File: src/rtl/reg_bus_arbiter.sv
// Two-requester round-robin arbiter in front of a strobe-handshake register target.
// One access at a time: IDLE -> WAIT (target request held) -> DONE (one-cycle done pulse).
module reg_bus_arbiter #(
    parameter int ADDR_WIDTH = 16,
    parameter int DATA_WIDTH = 32,
    parameter int TIMEOUT    = 255
) (
    input  logic                  i_axi_clk,
    input  logic                  i_axi_rst,

    input  logic                  i_m0_req,
    input  logic                  i_m0_wr,
    input  logic [ADDR_WIDTH-1:0] i_m0_addr,
    input  logic [DATA_WIDTH-1:0] i_m0_wdata,
    output logic                  o_m0_done,

    input  logic                  i_m1_req,
    input  logic                  i_m1_wr,
    input  logic [ADDR_WIDTH-1:0] i_m1_addr,
    input  logic [DATA_WIDTH-1:0] i_m1_wdata,
    output logic                  o_m1_done,

    output logic [DATA_WIDTH-1:0] o_rdata,
    output logic                  o_err,
    output logic [1:0]            o_grant,

    output logic [ADDR_WIDTH-1:0] o_reg_address,
    output logic                  o_reg_in_rdy,
    input  logic                  i_reg_in_ack_stb,
    output logic [DATA_WIDTH-1:0] o_reg_in_data,
    output logic                  o_reg_out_req,
    input  logic                  i_reg_out_rdy_stb,
    input  logic [DATA_WIDTH-1:0] i_reg_out_data,
    input  logic                  i_reg_invalid_addr,

    output logic [1:0]            o_dbg_state
);

    // Handshake: a requester raises i_mN_req and holds it (with wr/addr/wdata stable)
    // until it samples o_mN_done high; the target sees o_reg_in_rdy / o_reg_out_req as
    // levels and answers with a single-cycle strobe that ends the access.

    typedef enum logic [1:0] {
        ST_IDLE = 2'd0,
        ST_WAIT = 2'd1,
        ST_DONE = 2'd2
    } state_t;

    localparam logic [7:0] TIMEOUT_LIM = 8'(TIMEOUT);

    state_t                r_state;
    logic [1:0]            r_grant;
    logic                  r_wr;
    logic [ADDR_WIDTH-1:0] r_addr;
    logic [DATA_WIDTH-1:0] r_wdata;
    logic                  r_in_rdy;
    logic                  r_out_req;
    logic [1:0]            r_done;
    logic [DATA_WIDTH-1:0] r_rdata;
    logic                  r_err;
    logic [7:0]            r_cnt;
    logic                  r_last_m1;

    state_t                w_nxt_state;
    logic [1:0]            w_nxt_grant;
    logic                  w_nxt_wr;
    logic [ADDR_WIDTH-1:0] w_nxt_addr;
    logic [DATA_WIDTH-1:0] w_nxt_wdata;
    logic                  w_nxt_in_rdy;
    logic                  w_nxt_out_req;
    logic [1:0]            w_nxt_done;
    logic [DATA_WIDTH-1:0] w_nxt_rdata;
    logic                  w_nxt_err;
    logic [7:0]            w_nxt_cnt;
    logic                  w_nxt_last_m1;

    logic                  w_pick_m1;
    logic                  w_match;
    logic [7:0]            w_cnt_inc;
    logic                  w_timeout;

    // On a tie the requester that did not win last time gets the bus.
    assign w_pick_m1 = i_m1_req && (!i_m0_req || !r_last_m1);
    assign w_match   = r_wr ? i_reg_in_ack_stb : i_reg_out_rdy_stb;
    assign w_cnt_inc = r_cnt + 8'd1;
    assign w_timeout = (w_cnt_inc == TIMEOUT_LIM);

    always_comb begin
        w_nxt_state   = r_state;
        w_nxt_grant   = r_grant;
        w_nxt_wr      = r_wr;
        w_nxt_addr    = r_addr;
        w_nxt_wdata   = r_wdata;
        w_nxt_in_rdy  = r_in_rdy;
        w_nxt_out_req = r_out_req;
        w_nxt_done    = 2'b00;
        w_nxt_rdata   = r_rdata;
        w_nxt_err     = r_err;
        w_nxt_cnt     = r_cnt;
        w_nxt_last_m1 = r_last_m1;

        case (r_state)
            ST_IDLE: begin
                if (i_m0_req || i_m1_req) begin
                    w_nxt_state   = ST_WAIT;
                    w_nxt_cnt     = 8'd0;
                    w_nxt_last_m1 = w_pick_m1;
                    if (w_pick_m1) begin
                        w_nxt_grant = 2'b10;
                        w_nxt_wr    = i_m1_wr;
                        w_nxt_addr  = i_m1_addr;
                        w_nxt_wdata = i_m1_wdata;
                    end else begin
                        w_nxt_grant = 2'b01;
                        w_nxt_wr    = i_m0_wr;
                        w_nxt_addr  = i_m0_addr;
                        w_nxt_wdata = i_m0_wdata;
                    end
                    w_nxt_in_rdy  = w_pick_m1 ? i_m1_wr : i_m0_wr;
                    w_nxt_out_req = w_pick_m1 ? !i_m1_wr : !i_m0_wr;
                end
            end

            ST_WAIT: begin
                // A matching strobe on the timeout cycle still completes normally.
                if (w_match) begin
                    w_nxt_state   = ST_DONE;
                    w_nxt_in_rdy  = 1'b0;
                    w_nxt_out_req = 1'b0;
                    w_nxt_done    = r_grant;
                    w_nxt_err     = i_reg_invalid_addr;
                    w_nxt_rdata   = r_wr ? '0 : i_reg_out_data;
                end else if (w_timeout) begin
                    w_nxt_state   = ST_DONE;
                    w_nxt_in_rdy  = 1'b0;
                    w_nxt_out_req = 1'b0;
                    w_nxt_done    = r_grant;
                    w_nxt_err     = 1'b1;
                    w_nxt_rdata   = '0;
                end else begin
                    w_nxt_cnt = w_cnt_inc;
                end
            end

            ST_DONE: begin
                w_nxt_state = ST_IDLE;
                w_nxt_grant = 2'b00;
                w_nxt_rdata = '0;
                w_nxt_err   = 1'b0;
            end

            default: begin
                w_nxt_state   = ST_IDLE;
                w_nxt_grant   = 2'b00;
                w_nxt_in_rdy  = 1'b0;
                w_nxt_out_req = 1'b0;
            end
        endcase
    end

    always_ff @(posedge i_axi_clk or negedge i_axi_rst) begin
        if (!i_axi_rst) begin
            r_state   <= ST_IDLE;
            r_grant   <= 2'b00;
            r_wr      <= 1'b0;
            r_addr    <= '0;
            r_wdata   <= '0;
            r_in_rdy  <= 1'b0;
            r_out_req <= 1'b0;
            r_done    <= 2'b00;
            r_rdata   <= '0;
            r_err     <= 1'b0;
            r_cnt     <= 8'd0;
            r_last_m1 <= 1'b1;
        end else begin
            r_state   <= w_nxt_state;
            r_grant   <= w_nxt_grant;
            r_wr      <= w_nxt_wr;
            r_addr    <= w_nxt_addr;
            r_wdata   <= w_nxt_wdata;
            r_in_rdy  <= w_nxt_in_rdy;
            r_out_req <= w_nxt_out_req;
            r_done    <= w_nxt_done;
            r_rdata   <= w_nxt_rdata;
            r_err     <= w_nxt_err;
            r_cnt     <= w_nxt_cnt;
            r_last_m1 <= w_nxt_last_m1;
        end
    end

    assign o_m0_done     = r_done[0];
    assign o_m1_done     = r_done[1];
    assign o_rdata       = r_rdata;
    assign o_err         = r_err;
    assign o_grant       = r_grant;
    assign o_reg_address = r_addr;
    assign o_reg_in_rdy  = r_in_rdy;
    assign o_reg_in_data = r_wdata;
    assign o_reg_out_req = r_out_req;
    assign o_dbg_state   = r_state;

endmodule

File: config.mk
export PLATFORM = sky130hd
export DESIGN_NAME = reg_bus_arbiter
export DESIGN_NICKNAME = d
export VERILOG_FILES = /design/src/rtl/reg_bus_arbiter.sv
export SDC_FILE = /design/constraint.sdc
export NUM_CORES = 1
export LEC_CHECK = 0
export CAP_MARGIN = 30
export CORE_MARGIN = 4
export CORE_UTILIZATION = 41
export DETAILED_ROUTE_END_ITERATION = 16
export GPL_ROUTABILITY_DRIVEN = 0
export GPL_TIMING_DRIVEN = 1
export PLACE_DENSITY_LB_ADDON = 0.12
export SYNTH_ARGS = -nofsm -noshare
export SYNTH_HDL_FRONTEND = slang
export SYNTH_SLANG_ARGS = --single-unit
File: constraint.sdc
create_clock -name i_axi_clk -period 3 [get_ports i_axi_clk]
set_input_delay 0.45 -clock i_axi_clk [delete_from_list [all_inputs] [get_ports i_axi_clk]]
set_output_delay 0.45 -clock i_axi_clk [all_outputs]
set_load 0.03 [all_outputs]
==> flow_summary.toml <==
[run_status]
outcome = "complete, no violations"

[clock_network]
clk_latency_ns = 0.33
cts_resized = 0
h-tree-depth = 3
cts_tree = "yes"
ctsHoldBuffers = 0
postCtsSetupRepairBufs = 0
cts_buffers = 9
cts.sinks = 99
clk_path_buf_depth = 2
clkTransAtPathRegs_ns = 0.07
cts-root-buf = "clkbuf_16"

[worst_setup_path]
r2r_slack_ns = 0.69
crit_path_start_kind = "flop"
path_cells = "ha_1 -> nand3_1 -> or3_1 -> a22o_4 -> o31a_4 -> mux2_4"
r2r.worst_path.cells = 6
cp-end-kind = "flop"
cp.arrival_ns = 2.53
worstPathRequired_ns = 3.22
worstPathMaxFanout = 7
crit_type = "reg -> reg"
cp_slowest_stage_delay_ns = 0.45
critPathLaunch = "r_cnt[1]"
timing.rr.start = "r_cnt[1]"
cp_slowest_cell = "dfrtp_1"
r2r_end = "r_cnt[1]"
crit_end = "r_cnt[1]"

[job]
cap_violations = 0

[detailed_routing]
ant_nets = 0
avgRoutedWirePerCell_um = 16.3
drtIter0Drc = 393
drt_wl_total_mm = 14.7
vias = 4749
drc = 0
firstDrtPassIters = 4
vias_per_cell = 5.27

[floorplanning]
die_w_um = 116
die_y_um = 116
placeableCoreArea_um2 = 11400
rows = 39
start_util_pct = 41.8
io_pins = 226
die_area_um2 = 13400

[yosys]
synth_edf_count = 0
async_reset_ff_share_pct = 100
synth_nets = 687
yosys_warnings = 0
synth_top_cell_area_share_pct = 51.6
seq_area_frac_synth_pct = 52.2
synthFlopType = "dfrtp_1"
synth_area_per_cell_um2 = 8.67
syn_inst = 548
netlist_top_cells_area = "dfrtp_1 (52%), nand2_1 (11%), nand3_1 (10%)"
synth_cell_types = 44
ys_ff_latch = 99
synth_area_leader_cell = "dfrtp_1"
syn_area_um2 = 4750

[timing]
timing.fmax_ghz = 0.433
drv_slew = 0
holdWs_ns = 0.173
min_period_over_period_pct = 76.9
final-hold-violation-count = 0
setup_violations = 0
slew-limit-headroom_pct = 51.4
finalClockSkew_ns = 0.00449
setup_slack_ns = 0.692
rsz0062_at_grt = "false"
tns_ns = 0
tightest_slew_ns = 0.730
period_minus_slack_ns = 2.31

[cells_and_area]
final_cell_mix = "clkdlybuf4s50_1 (224), nand2_1 (135), nand3_1 (99)"
flow.area_growth_from_synthesis_pct = 56.5
drive_gt1_share_pct = 5.28
fin_cells = 901
nNetsFinal = 892
fin_area_um2 = 7430
diodes = 0
final_util_pct = 65.4
final_common_cell = "clkdlybuf4s50_1"

[placed_design]
dp.cells = 885
dpl.hpwl_mm = 10.6
place_area_um2 = 7130
preCtsSetupSlack_ns = 0.576
io_buffers = 225

[grt]
grt_usage_pct = 22.2
grt_max_degree = 65
grt_pass1_wl_mm = 23.7
antenna_found_initial = 0
grt-ovfl-total = 0
grt_pass1_vias = 4823

[worst_hold_path]
worst_hold_path_type = "in -> async"

[pwr]
powerDensity_nw_per_um2 = 1100
finalPower_mw = 8.19
ir_drop_mv = 0.547
leakage_nw = 3.44
## worst min-delay path by stage
stage | from | end | slack (ns) | cells after the start
6_report | i_axi_rst | o_rdata[24] | 0.17 | 1
5_1_grt | i_axi_rst | o_rdata[29] | 0.22 | 1
4_1_cts | i_axi_rst | o_rdata[24] | 0.19 | 1
3_5_place_dp | o_reg_in_data[31] | o_reg_in_data[31] | 0.48 | 2
3_3_place_gp | o_reg_address[11] | o_reg_address[11] | 0.47 | 2
2_1_floorplan | i_axi_rst | o_dbg_state[0] | 0.15 | 0
## worst max-delay path: cells and delay by family, from the launching register on
kind | cells | cell delay (ns)
compound gates | 2 | 0.61
fa+ha+maj | 1 | 0.29
flops | 1 | 0.45
mux | 1 | 0.30
simple gates | 2 | 0.53
## sequential cells by signal (all words and copies together) (netlist names)
name           flops
r_last_m1          1
o_reg_in_rdy       1
r_wr               1
o_reg_address     16
o_reg_in_data     32
r_cnt              8
o_err              1
o_reg_out_req      1
o_grant            2
r_done             2
o_rdata           32
o_dbg_state        2
## synth_stat cells (all sizes together) (2+ instances only)
library cell and number:
nor3 3, o21a 2, mux2 3, and2 2
o22ai 2, nor2 8, a21o 33, o221ai 3
nor2b 2, nand2 135, a21bo 2, o21ai 12
clkbuf 32, buf 9, inv 8, mux2i 3
nand3 99, ha 2, dfrtp 98, and3 2
a21oi 69, nand2b 2
## report_power, final
group / total [mW] / internal, mW / switching, mW
sequential: 2.37 / 1.96 / 0.407
combinational: 4.64 / 1.89 / 2.75
clock: 1.19 / 0.717 / 0.468
## routing by layer
metal	up-vias	track usage [%]	wire length, µm
met4	0	6.73	279
met2	180	36.8	7050
met3	18	8.04	1510
met5	-	0	0
li1	2290	-	-
met1	2261	27.3	5860
## cell type report
class	count	area, µm²
well taps	143	179
fillers	966	3940
inverters	8	30.0
multi-input cells	400	2100
repair buffers	235	2340
flip-flops and latches	99	2480
clock inverters	1	30.0
clock buffers	15	278
## cells by family (layout without fill, tap and decap cells)
logic type | Yosys count | in the layout | synth area share [%]
and+or+nand+nor | 259 | 259 | 24.2
AOI/OAI and AO/OA | 132 | 132 | 17.5
DFF | 99 | 99 | 52.2
buffers and inverters | 49 | 259 | 4.00
muxes | 6 | 6 | 1.50
adders and majority gates | 2 | 2 | 0.527
xor gates and xnor gates | 1 | 1 | 0.184
Power figures use the tool's default switching activity.
